### src/rtl/somador_4b_if.sv
// Operand/result bundle for the registered ripple-carry adder.
// The master side supplies the operands; the slave side (the adder) returns the
// registered sum and its status flags.
interface somador_4b_if #(
    parameter int WIDTH = 4
);
    logic             in_valid;
    logic [WIDTH-1:0] a;
    logic [WIDTH-1:0] b;
    logic             cin;
    logic [WIDTH-1:0] s;
    logic             cout;
    logic             ovf;
    logic             zero;
    logic             out_valid;

    modport master (
        output in_valid, a, b, cin,
        input  s, cout, ovf, zero, out_valid
    );

    modport slave (
        input  in_valid, a, b, cin,
        output s, cout, ovf, zero, out_valid
    );
endinterface

### src/rtl/somador_4b.sv
// Registered ripple-carry adder: {cout, s} = a + b + cin with signed-overflow
// and zero flags. Every output comes from a flop, so there is exactly one cycle
// of latency and no combinational path from the operands to the outputs.
// The interface instance must be built with the same WIDTH as this module.
module somador_4b #(
    parameter int WIDTH = 4
) (
    input  logic          clk,
    input  logic          rst,
    somador_4b_if.slave   bus
);

    logic [WIDTH:0]   carry;
    logic [WIDTH-1:0] sum_nxt;
    logic             ovf_nxt;
    logic             zero_nxt;

    logic [WIDTH-1:0] s_q;
    logic             cout_q;
    logic             ovf_q;
    logic             zero_q;
    logic             out_valid_q;

    // Ripple chain of WIDTH full adders plus the flags derived from that same sum.
    always_comb begin
        carry    = '0;
        sum_nxt  = '0;
        carry[0] = bus.cin;
        for (int i = 0; i < WIDTH; i++) begin
            sum_nxt[i]   = bus.a[i] ^ bus.b[i] ^ carry[i];
            carry[i+1]   = (bus.a[i] & bus.b[i]) | (carry[i] & (bus.a[i] ^ bus.b[i]));
        end
        // Signed overflow: carry into the MSB differs from carry out of it.
        ovf_nxt  = carry[WIDTH] ^ carry[WIDTH-1];
        zero_nxt = (sum_nxt == '0);
    end

    // Result registers: reset wins, results load on in_valid, otherwise hold.
    always_ff @(posedge clk) begin
        if (rst) begin
            s_q         <= '0;
            cout_q      <= 1'b0;
            ovf_q       <= 1'b0;
            zero_q      <= 1'b0;
            out_valid_q <= 1'b0;
        end else begin
            out_valid_q <= bus.in_valid;
            if (bus.in_valid) begin
                s_q    <= sum_nxt;
                cout_q <= carry[WIDTH];
                ovf_q  <= ovf_nxt;
                zero_q <= zero_nxt;
            end
        end
    end

    assign bus.s         = s_q;
    assign bus.cout      = cout_q;
    assign bus.ovf       = ovf_q;
    assign bus.zero      = zero_q;
    assign bus.out_valid = out_valid_q;

endmodule

### src/flat_wrapper.sv
// flat-port wrapper written by rule: the top's interface ports become plain ports
module somador_4b_flat 
#(
    parameter int WIDTH = 4
)
  (clk, rst, bus_in_valid, bus_a, bus_b, bus_cin, bus_s, bus_cout, bus_ovf, bus_zero, bus_out_valid);
  somador_4b_if #(.WIDTH(WIDTH)) bus_i ();
  input  logic clk;
  input  logic rst;
  input wire logic [$bits(bus_i.in_valid)-1:0] bus_in_valid;
  input wire logic [$bits(bus_i.a)-1:0] bus_a;
  input wire logic [$bits(bus_i.b)-1:0] bus_b;
  input wire logic [$bits(bus_i.cin)-1:0] bus_cin;
  output wire logic [$bits(bus_i.s)-1:0] bus_s;
  output wire logic [$bits(bus_i.cout)-1:0] bus_cout;
  output wire logic [$bits(bus_i.ovf)-1:0] bus_ovf;
  output wire logic [$bits(bus_i.zero)-1:0] bus_zero;
  output wire logic [$bits(bus_i.out_valid)-1:0] bus_out_valid;
  assign bus_i.in_valid = bus_in_valid;
  assign bus_i.a = bus_a;
  assign bus_i.b = bus_b;
  assign bus_i.cin = bus_cin;
  assign bus_s = bus_i.s;
  assign bus_cout = bus_i.cout;
  assign bus_ovf = bus_i.ovf;
  assign bus_zero = bus_i.zero;
  assign bus_out_valid = bus_i.out_valid;
  somador_4b #(.WIDTH(WIDTH)) u_core (.clk(clk), .rst(rst), .bus(bus_i));
endmodule
### config.mk
export PLATFORM = sky130hd
export DESIGN_NAME = somador_4b_flat
export DESIGN_NICKNAME = d
export VERILOG_FILES = /design/src/rtl/somador_4b_if.sv /design/src/rtl/somador_4b.sv /design/src/flat_wrapper.sv
export SDC_FILE = /design/constraint.sdc
export NUM_CORES = 1
export LEC_CHECK = 0
export CAP_MARGIN = 20
export CORE_AREA = 2 2 39 41
export CTS_CLUSTER_DIAMETER = 50
export DETAILED_ROUTE_END_ITERATION = 7
export DIE_AREA = 0 0 41 43
export MAX_ROUTING_LAYER = met4
export SYNTH_ARGS = -nofsm -noshare
export SYNTH_HDL_FRONTEND = slang
export SYNTH_SLANG_ARGS = --single-unit
### constraint.sdc
create_clock -name clk -period 8.9 [get_ports clk]
set_input_delay 2.67 -clock clk [delete_from_list [all_inputs] [get_ports clk]]
set_output_delay 2.67 -clock clk [all_outputs]
set_load 0.05 [all_outputs]
=== Yosys cells after proc, flatten, opt, wreduce, memory -nomap -nowiden ===
Index checks and enable logic that the tools add are counted.
W data, S select, Z words.

* Reduce and logical (&&, ||, !) cells: 1
* Bitwise operators: 21

{| class="wikitable"
|+ Operators by type and width
! kind !! number
|-
| $xor A1 B1 Y1 || 9
|-
| $and A1 B1 Y1 || 8
|-
| $logic_not A4 Y1 || 1
|-
| $or A1 B1 Y1 || 4
|}

* Bits of input ports: 12
* Output and inout port bits: 8
* Word-level logic and storage cells: 27
* Flip-flop bits (word level): 8

=== Logic depth before layout (Yosys ltp) ===
* Depth in word-level cells: 10
* Depth in mapped cells: 7
* Gate-level depth less buffers: 7

=== Least setup slack after synthesis ===
Ideal clock, no wire load.

* Path kind: input to register
* From: input port bus_cin
* To: register u_core.zero_q, in the netlist u_core.bus.zero
* Arrival time: 4.612 ns
* Stages on the path: 7
* Path buffers: 0
* Path slack: 4.161 ns
* Setup time: 0.127 ns
* Data required time: 8.773 ns
* Cells stage by stage: fa_1 -> fa_1 -> fa_1 -> inv_1 -> fa_1 -> or4b_4 -> o22ai_2

* Word-level cells in the longest chain between the ends: 8
* Elaborated cells on any way between the ends: 11
* Those cells by class: bitwise (10); reduce/logical (1)

{| class="wikitable"
|+ Ends and longest elaborated chain
! element !! line !! text
|-
| from (decl) || flat_wrapper.sv:13 || <nowiki>input wire logic [$bits(bus_i.cin)-1:0] bus_cin;</nowiki>
|-
| $and A1 B1 Y1 || somador_4b.sv:31 || <nowiki>carry[i+1] = (bus.a[i] & bus.b[i]) | (carry[i] & (bus.a[i] ^ bus.b[i]));</nowiki>
|-
| $or A1 B1 Y1 || somador_4b.sv:31 ||
|-
| $and A1 B1 Y1 || somador_4b.sv:31 ||
|-
| $or A1 B1 Y1 || somador_4b.sv:31 ||
|-
| $and A1 B1 Y1 || somador_4b.sv:31 ||
|-
| $or A1 B1 Y1 || somador_4b.sv:31 ||
|-
| $xor A1 B1 Y1 || somador_4b.sv:30 || <nowiki>sum_nxt[i] = bus.a[i] ^ bus.b[i] ^ carry[i];</nowiki>
|-
| $logic_not A4 Y1 * || somador_4b.sv:35 || <nowiki>zero_nxt = (sum_nxt == '0);</nowiki>
|-
| to (signal assigned) || somador_4b.sv:52 || <nowiki>zero_q <= zero_nxt;</nowiki>
|-
| to (decl) || somador_4b.sv:21 || <nowiki>logic zero_q;</nowiki>
|}

Every way passes the cells marked *; elsewhere a longest branch is shown, timed or not.
A chain may end at the register's enable or synchronous reset.

=== Worst setup path in the final report ===
Same ends and word-level chain as after synthesis.

==> metrics.md <==
| Metric | Value |
|---|---|
| DR iter-0 viols | 2 |
| Setup Buffers After CTS | 0 |
| Unrepaired setup endpoints after global routing | false |
| Post-Syn Area | 388 µm² |
| Pin count of the biggest net entering global routing | 11 |
| Clock share of power | 27.4% |
| Power per Cell Area | 168 nW/µm² |
| CORE AREA | 1380 µm² |
| Hold path depth | 2 |
| Internal power | 69.8 µW |
| Yosys cell types | 13 |
| Hold_buf cts | 0 |
| Critical R2R Capture | u_core.bus.s[3]$_SDFFE_PP0P_ |
| Ys flop type | dfxtp_1 |
| Rows | 14 |
| Die Height | 43 µm |
| FFs w/ async S/R, synth | 0% |
| Switch share | 32.3% |
| Inst Count DP | 68 |
| Worst Path Required | 9.09 ns |
| Critical path data arrival time | 5.17 ns |
| Die area | 1760 µm² |
| CP Capture Type | register |
| Chip Width | 41 µm |
| Vias per cell | 4.42 |
| Setup Viol. Count Final | 0 |
| DR WL/cell | 10.0 µm |
| Total grt overflow | 0 |
| Antenna violations before repair | 0 |
| EDFF count, synth | 0 |
| Worst r2r src | u_core.bus.s[3]$_SDFFE_PP0P_ |
| Hold_sp | u_core.bus.cout$_SDFFE_PP0P_ |
| Count leader, synth | dfxtp_1 |
| Clock latency on the worst-skew pair | 0.25 ns |
| Clk slew on worst S/H paths | 0.06 ns |
| Nets | 73 |
| CTS sink cnt | 8 |
| FF+latch count, synth | 8 |
| Vias | 314 |
| Hold crit path type | register to register |
| Share of power burned in registers | 39.2% |
| Power, Total | 103 µW |
| Psw | 33.2 µW |
| CP Max Fanout | 2 |
| Fin crit share | 56.0% |
| Vias in the first global route | 301 |
| YS warnings | 0 |
| Post-route non-filler standard cell count | 71 |
| Pins over their slew limit | 0 |
| Starting Density | 28.0% |
| Post-cts repair resize count | 0 |
| Outcome | complete, no violations |
| Peak supply drop | 0.0499 mV |
| Final Hold Fails | 0 |
| Post-route setup TNS | 0 ns |
| Routed Antenna Nets | 0 |
| Post-layout minimum cycle time | 4.98 ns |
| Pre-Repair DR Iteration Count | 2 |
| Avg Synthesized Cell Area | 11.1 µm² |
| Max Cap Viol | 0 |
| RePlAce Congestion | 0.653 |
| Synth cell count leaders | dfxtp_1, nor2_1, fa_1, inv_1 |
| Sequential share of the synthesized area | 41.3% |
| IO Count | 20 |
| Clock Tree Buf Depth | 2 |
| R2r setup slk | 8.27 ns |
| Syn Nets | 51 |
| Critical Path Source Type | input pin |
| Post-synthesis cell count | 35 |
| Pleak | 0.000250 µW |
| Crit Path Class | input pin to register |
| Hold Path End | u_core.bus.cout$_SDFFE_PP0P_ |
| CTS buffer count | 3 |
| Logic pwr share | 33.4% |
| Residual DRC | 0 |
| CTS Root Cell | clkbuf_4 |
| Worst Setup SP | bus_cin |
| Area delta synth->final | 57.7% |
| Worst Reg-to-Reg Cells | 2 |
| Worst-Margin Slew | 0.491 ns |
| FMAX | 201 MHz |
| Top cells by area, synth | dfxtp_1, fa_1, mux2i_1 |
| First-pass GRT wire length | 1.22 mm |
| Antenna Cells | 0 |
| Worst slew margin | 67.1% |
| TritonCTS clock tree | done |
| Post-synth top area share | 41.3% |
| Synth area leader | dfxtp_1 |
| Routed wire length | 712 µm |
| H-tree levels | 1 |
| IO Port Bufs | 19 |
| Clock Skews | 0 ns |
| GRT Total Usage | 11.3% |
| Final-layout fill cell count | 140 |
| Share of layout cells above drive strength 1 | 9.09% |
==> final cells by class <==
type	instances	area (µm²)	share of cell area, %
Timing Repair Buffer	19	190	31.1
Sequential cell	8	160	26.2
Multi-Input combinational cell	21	204	33.3
Clock buffer	3	22.5	3.68
Inverter	4	15.0	2.45
Tap cell	16	20.0	3.27
==> through the flow <==
stage          worst slack (ns)  hold WS, ns  cell area [µm²]  utilization [%]
2_1_floorplan              4.16        0.695              388                -
3_3_place_gp               3.65        0.473              589             42.6
3_5_place_dp               3.63        0.476              589             42.6
5_1_grt                    3.80        0.498              612             44.2
6_report                   3.92        0.479              612             44.2
4_1_cts                    3.90        0.480              612             44.2
==> logic make-up (layout without fill, tap and decap cells) <==
| logic type | count (synthesis) | in the layout | synth area share, % |
|---|---|---|---|
| AO/OA/AOI/OAI | 4 | 4 | 8.71 |
| XOR/XNOR | 1 | 1 | 2.26 |
| adder cells (fa/ha/maj) | 4 | 4 | 20.6 |
| buffers and inverters | 6 | 26 | 6.13 |
| flip-flops | 8 | 8 | 41.3 |
| multiplexers | 3 | 3 | 7.74 |
| AND/OR/NAND/NOR | 9 | 9 | 13.2 |
==> sequential cells by signal, summed over array words and instances (netlist names) <==
| register | count |
|---|---|
| u_core.bus.cout | 1 |
| u_core.bus.out_valid | 1 |
| u_core.bus.s | 4 |
| u_core.bus.zero | 1 |
| u_core.bus.ovf | 1 |
==> worst max-delay path by stage <==
| stage | to | slack, ns | depth (start not counted) |
|---|---|---|---|
| final | u_core.bus.zero$_SDFFE_PP0P_ | 3.92 | 8 |
| after CTS | u_core.bus.zero$_SDFFE_PP0P_ | 3.90 | 8 |
| after global placement | u_core.bus.zero$_SDFFE_PP0P_ | 3.65 | 8 |
| after floorplan | u_core.bus.zero$_SDFFE_PP0P_ | 4.16 | 7 |
| after detailed placement | u_core.bus.zero$_SDFFE_PP0P_ | 3.63 | 8 |
| after global routing | u_core.bus.zero$_SDFFE_PP0P_ | 3.80 | 8 |
==> worst max-delay path, cell delays in order <==
cell and delay, ns:
clkdlybuf4s50_1 0.43, fa_1 0.44, fa_1 0.38, fa_1 0.41, inv_1 0.09, fa_1 0.18, or4b_4 0.46, o22ai_2 0.11
==> placed cells by master, fill, tap and decap left out, drive strengths merged <==
master	instances
clkdlybuf4s50	19
dfxtp	8
nor2	5
inv	4
fa	4
mux2i	3
nand2b	3
clkbuf	3
a211oi	2
o22ai	2
or4b	1
xor2	1
==> power groups by stage <==
stage / combinational, µW / sequential [µW] / clock (µW)
floorplan: 10.9 / 51.8 / 0
global placement: 34.7 / 41.1 / 0
detailed placement: 34.7 / 41.2 / 0
CTS: 34.8 / 40.4 / 29.5
global route: 37.1 / 40.7 / 32.5
finish: 34.4 / 40.4 / 28.2
==> per-layer routing <==
layer / vias to the layer above / share of wire, % / GRT usage (%) / wire length [µm]
met3: 0 / 6.7 / 6.28 / 48
met5: - / 0 / - / 0
met1: 148 / 44 / 11.6 / 311
met4: 0 / 0 / 8.00 / 0
li1: 156 / - / - / -
met2: 10 / 49 / 15.6 / 351
Note: power is estimated with default switching activity, not from simulation.
